--- config.mk ---
export PLATFORM = sky130hd
export DESIGN_NAME = hazard_control_unit
export DESIGN_NICKNAME = d
export VERILOG_FILES = /design/src/rtl/hcu_pkg.sv /design/src/rtl/hcu_forward_sel.sv /design/src/rtl/hazard_control_unit.sv
export SDC_FILE = /design/constraint.sdc
export NUM_CORES = 1
export LEC_CHECK = 0
export CAP_MARGIN = 5
export CORE_AREA = 3 3 51 53
export DETAILED_ROUTE_END_ITERATION = 7
export DIE_AREA = 0 0 54 56
export MAX_ROUTING_LAYER = met4
export PLACE_DENSITY = 0.77
export RECOVER_POWER = 100
export SYNTH_ARGS = -nofsm -noshare
export SYNTH_HDL_FRONTEND = slang
export SYNTH_HIERARCHICAL = 1
export SYNTH_SLANG_ARGS = --single-unit
--- constraint.sdc ---
create_clock -name i_Clk -period 4.27 [get_ports i_Clk]
set_clock_uncertainty 0.15 [all_clocks]
set_input_delay 0.854 -clock i_Clk [delete_from_list [all_inputs] [get_ports i_Clk]]
set_output_delay 0.854 -clock i_Clk [all_outputs]
set_load 0.05 [all_outputs]
--- src/rtl/hcu_pkg.sv ---
// Shared types for the hazard control unit: forwarding select codes,
// control FSM states and the hard-wired zero register index.
package hcu_pkg;

  typedef enum logic [1:0] {
    FWD_RF = 2'b00,
    FWD_W  = 2'b01,
    FWD_M  = 2'b10
  } fwd_e;

  typedef enum logic [1:0] {
    RUN      = 2'b00,
    MEM_WAIT = 2'b01,
    ERR      = 2'b10
  } hcu_state_e;

  localparam logic [4:0] REG_X0 = 5'd0;

endpackage

--- src/rtl/hcu_forward_sel.sv ---
// Forwarding select for one Execute-stage source operand.
// Memory-stage result wins over Writeback; x0 is never forwarded.
module hcu_forward_sel
  import hcu_pkg::*;
(
  input  logic [4:0] rs_e,
  input  logic [4:0] rd_m,
  input  logic [4:0] rd_w,
  input  logic       reg_write_m,
  input  logic       reg_write_w,
  output fwd_e       fwd
);

  // Priority select: M stage, then W stage, else register file
  always_comb begin
    fwd = FWD_RF;
    if (reg_write_m && (rd_m == rs_e) && (rs_e != REG_X0)) begin
      fwd = FWD_M;
    end else if (reg_write_w && (rd_w == rs_e) && (rs_e != REG_X0)) begin
      fwd = FWD_W;
    end
  end

endmodule

--- src/rtl/hazard_control_unit.sv ---
// Hazard control for the 5-stage core: forwarding selects, load-use stall,
// branch flush, and a memory-wait FSM with timeout into an error state.
// Optional performance counters are built when HCU_PERF_CNT_EN is defined.
module hazard_control_unit
  import hcu_pkg::*;
#(
  parameter int unsigned MEM_TIMEOUT = 16,
  parameter int unsigned CNT_W       = 32
) (
  input  logic       i_Clk,
  input  logic       i_Reset,
  input  logic [4:0] i_Rs1D,
  input  logic [4:0] i_Rs2D,
  input  logic [4:0] i_Rs1E,
  input  logic [4:0] i_Rs2E,
  input  logic [4:0] i_RdE,
  input  logic [4:0] i_RdM,
  input  logic [4:0] i_RdW,
  input  logic       i_LoadE,
  input  logic       i_RegWriteM,
  input  logic       i_RegWriteW,
  input  logic       i_PCSrcE,
  input  logic       i_MemReqM,
  input  logic       i_MemReadyM,
  input  logic       i_ErrAck,
  output logic       o_StallF,
  output logic       o_StallD,
  output logic       o_StallE,
  output logic       o_StallM,
  output logic       o_FlushD,
  output logic       o_FlushE,
  output fwd_e       o_ForwardAE,
  output fwd_e       o_ForwardBE,
  output logic       o_MemErr
`ifdef HCU_PERF_CNT_EN
  ,
  output logic [CNT_W-1:0] o_StallCnt,
  output logic [CNT_W-1:0] o_FlushCnt
`endif
);

  localparam int unsigned WAIT_W = $clog2(MEM_TIMEOUT);
  localparam logic [WAIT_W-1:0] WAIT_LAST = WAIT_W'(MEM_TIMEOUT - 1);

  hcu_state_e        state;
  logic [WAIT_W-1:0] wait_cnt;
  logic              lw_stall;
  logic              mem_hold;

  hcu_forward_sel u_fwd_a (
    .rs_e        (i_Rs1E),
    .rd_m        (i_RdM),
    .rd_w        (i_RdW),
    .reg_write_m (i_RegWriteM),
    .reg_write_w (i_RegWriteW),
    .fwd         (o_ForwardAE)
  );

  hcu_forward_sel u_fwd_b (
    .rs_e        (i_Rs2E),
    .rd_m        (i_RdM),
    .rd_w        (i_RdW),
    .reg_write_m (i_RegWriteM),
    .reg_write_w (i_RegWriteW),
    .fwd         (o_ForwardBE)
  );

  // Memory-wait FSM: wait counter and registered error flag
  always_ff @(posedge i_Clk or negedge i_Reset) begin
    if (!i_Reset) begin
      state    <= RUN;
      wait_cnt <= '0;
      o_MemErr <= 1'b0;
    end else begin
      case (state)
        RUN: begin
          if (i_MemReqM && !i_MemReadyM) begin
            state    <= MEM_WAIT;
            wait_cnt <= WAIT_W'(1);
          end
        end
        MEM_WAIT: begin
          if (i_MemReadyM) begin
            state    <= RUN;
            wait_cnt <= '0;
          end else if (wait_cnt == WAIT_LAST) begin
            state    <= ERR;
            wait_cnt <= '0;
            o_MemErr <= 1'b1;
          end else begin
            wait_cnt <= wait_cnt + WAIT_W'(1);
          end
        end
        ERR: begin
          if (i_ErrAck) begin
            state    <= RUN;
            wait_cnt <= '0;
            o_MemErr <= 1'b0;
          end
        end
        default: begin
          state    <= RUN;
          wait_cnt <= '0;
          o_MemErr <= 1'b0;
        end
      endcase
    end
  end

  // Hazard detection and stall/flush generation; memory hold overrides all
  always_comb begin
    lw_stall = i_LoadE && (i_RdE != REG_X0) && ((i_RdE == i_Rs1D) || (i_RdE == i_Rs2D));
    mem_hold = ((state == RUN) && i_MemReqM && !i_MemReadyM) || (state != RUN);
    o_StallF = lw_stall || mem_hold;
    o_StallD = lw_stall || mem_hold;
    o_StallE = mem_hold;
    o_StallM = mem_hold;
    o_FlushE = !mem_hold && (lw_stall || i_PCSrcE);
    o_FlushD = !mem_hold && i_PCSrcE;
  end

`ifdef HCU_PERF_CNT_EN
  // Saturating counters of stall-F cycles and flush-E cycles
  always_ff @(posedge i_Clk or negedge i_Reset) begin
    if (!i_Reset) begin
      o_StallCnt <= '0;
      o_FlushCnt <= '0;
    end else begin
      if (o_StallF && !(&o_StallCnt)) o_StallCnt <= o_StallCnt + CNT_W'(1);
      if (o_FlushE && !(&o_FlushCnt)) o_FlushCnt <= o_FlushCnt + CNT_W'(1);
    end
  end
`else
  logic unused_cnt_w;
  assign unused_cnt_w = ^CNT_W;
`endif

endmodule
==> flow_summary.yaml <==
layout:
  area_growth_syn_to_layout_pct: 70.1
  n_antenna_cell: 0
  drive_gt1_frac: 0.0329
  finalInstanceArea_mm2: 0.00138
  fillers: 203
  fin_nets: 198
placed_design:
  detailed_place_hpwl_mm: 2.21
  pre_cts_slack_ps: 226
  gp_congestion: 0.814
  numPortBuffers: 54
  dpl_cell_area_mm2: 0.00136
detailed_routing:
  wl_per_cell_um: 13.5
  drt_wl_total_mm: 2.43
  drt_iter0_drc: 14
  first_pass_iters: 2
  avgViaCountPerCell: 5.07
  num_vias: 913
  drtAntennaViolNets: 0
  drc: 0
critical_path:
  worstPathRequired_ps: 3270
  endpoint_kind: "output port"
  worstSetupStartpointType: "input port"
  crit_path_start: "i_Rs1E[3]"
  critPathMaxFanout: 3
  r2r_cells: 3
  r2r-start: "state[0]"
  crit_arrival_ps: 3040
  criticalPathCategory: "input port to output port"
power:
  p_leak_nw: 0.550
  p_int_uw: 186
  netSwitchingPower_uw: 115
  p_sw_frac: 0.384
  share_seq_of_total_power: 0.279
  p_clk_frac: 0.199
  finalPower_uw: 301
  ir_drop_v: 0.000128
  power_density_mw_per_mm2: 219
  comb_power_share: 0.522
synthesis:
  yosys_warnings: 6
  yosysSeqAreaShare: 0.217
  syn_area_per_cell_um2: 8.33
  netlist-cell-type-count: 30
  ys_async_sr_fraction: 1.00
  syn_nets: 142
  ys_ff_latch: 7
  syn_inst: 97
  synth-edff-count: 0
  synthesis.area_um2: 808
  ys.flop_type: "dfrtp_1"
status:
  status: "completed"
timing:
  fin_crit_sh: 0.947
  slew_headroom: 0.608
  hold_violations: 0
  setup_ws_ps: 227
  finalCriticalPeriod_ps: 4040
  drv_slew: 0
  setup_viol: 0
  setup_tns_ps: 0
  timing.fmax_mhz: 247
  rsz0062_at_grt: "no"
  worst_pin_slew_ps: 591
clock_tree:
  clock_sinks: 7
  clk_path_buf_depth: 2
  cts_tree: "yes"
  numCtsBuffers: 3
  path_clk_slew_ps: 50
  cts_hold_buf: 0
  cts_root_buf: "clkbuf_4"
  post_cts_buffers: 0
  h-tree-depth: 1
  clk_latency_ps: 250
  cts_resized: 0
global_route:
  antenna_found_initial: 0
  grt_max_degree: 12
  grt_first_pass_wirelength_mm: 4.04
  overflow: 0
  grt_pass1_vias: 979
  grtUsageTotal: 0.178
die:
  fp-row-count: 17
  io_pins: 55
  coreArea_mm2: 0.00219
  die_h_um: 56
  die_area_mm2: 0.00302
  die_w_um: 54
  start_util: 0.369
job:
  cap_violations: 0
min_path:
  hold_start: "wait_cnt[3]"
  hp-class: "flip-flop to flip-flop"
  hold_depth: 1
-- final timing paths --
check,slack (ps),endpoint
setup / recovery,230,o_ForwardAE[0]
hold / removal,330,wait_cnt[3]
setup reg to reg,2670,wait_cnt[0]
hold reg to reg,330,wait_cnt[3]
max in group asynchronous,2930,wait_cnt[2]
min in group asynchronous,790,state[1]
-- flip-flops by register name (all words and copies together) (netlist names) --
signal,flops
state,2
o_MemErr,1
wait_cnt,4
-- layout by cell type (no fill, tap or decap), drive strengths merged, types with 3 or more instances in the layout --
master         instances
clkdlybuf4s50         42
xor2                  18
xnor2                 12
dlygate4sd3            9
o21ai                  8
nor2                   7
dfrtp                  7
nand2                  5
clkbuf                 5
o31ai                  4
nor3                   3
inv                    3
or4                    3
a2111oi                3
-- metrics by stage --
| stage | cells | utilization | hold slack (ps) |
|---|---|---|---|
| finish | 180 | 0.628 | 332 |
| global route | 180 | 0.628 | 357 |
| CTS | 180 | 0.633 | 329 |
| floorplan | 97 | - | 291 |
| detailed placement | 176 | 0.621 | 323 |
| global placement | 176 | 0.621 | 320 |
-- power groups by stage --
| stage | logic [mW] | clock network [mW] | registers, mW |
|---|---|---|---|
| 2_1_floorplan | 0.0706 | 0 | 0.0991 |
| 3_3_place_gp | 0.160 | 0 | 0.0852 |
| 3_5_place_dp | 0.162 | 0 | 0.0858 |
| 4_1_cts | 0.163 | 0.0630 | 0.0846 |
| 5_1_grt | 0.168 | 0.0672 | 0.0856 |
| 6_report | 0.157 | 0.0599 | 0.0840 |
-- Yosys cell counts, types with 3 or more instances --
cell | count | share of area
nand2_1 | 5 | 0.023
a2111oi_0 | 3 | 0.033
o31ai_1 | 4 | 0.037
o21ai_0 | 4 | 0.025
dfrtp_1 | 7 | 0.22
or4_1 | 3 | 0.028
nor2_1 | 7 | 0.033
o21ai_1 | 4 | 0.025
xnor2_1 | 12 | 0.13
inv_1 | 3 | 0.014
xor2_1 | 18 | 0.20
-- worst max-delay path, cell delays in order --
cell and delay [ps]:
clkdlybuf4s50_1 550, xor2_1 200, nor4_1 100, a2111oi_1 390
dlygate4sd3_1 940
-- routing by layer --
metal | track usage | vias to the layer above | share of wire | routed length, um
li1 | - | 459 | - | -
met1 | 0.179 | 424 | 0.35 | 845
met2 | 0.334 | 30 | 0.58 | 1410
met3 | 0.0456 | 0 | 0.074 | 181
met4 | 0.0320 | 0 | 0 | 0
met5 | - | - | 0 | 0
-- final cells by class --
| cell class | instances | area, um^2 | share of cell area |
|---|---|---|---|
| inverters | 3 | 11.3 | 0.00819 |
| multi-input cells | 84 | 598 | 0.435 |
| clock buffers | 4 | 26.3 | 0.0191 |
| well taps | 28 | 35.0 | 0.0255 |
| repair buffers | 54 | 529 | 0.385 |
| flip-flops and latches | 7 | 175 | 0.127 |
-- kinds of logic (layout without fill, tap and decap cells) --
family / after synthesis / count (layout) / synth area share
adder cells (fa/ha/maj): 1 / 1 / 0.0155
flip-flops: 7 / 7 / 0.217
AND/OR/NAND/NOR: 34 / 34 / 0.248
buffers and inverters: 6 / 61 / 0.0371
AO/OA/AOI/OAI: 19 / 19 / 0.158
XOR/XNOR: 30 / 30 / 0.325
Power figures use the tool's default switching activity.
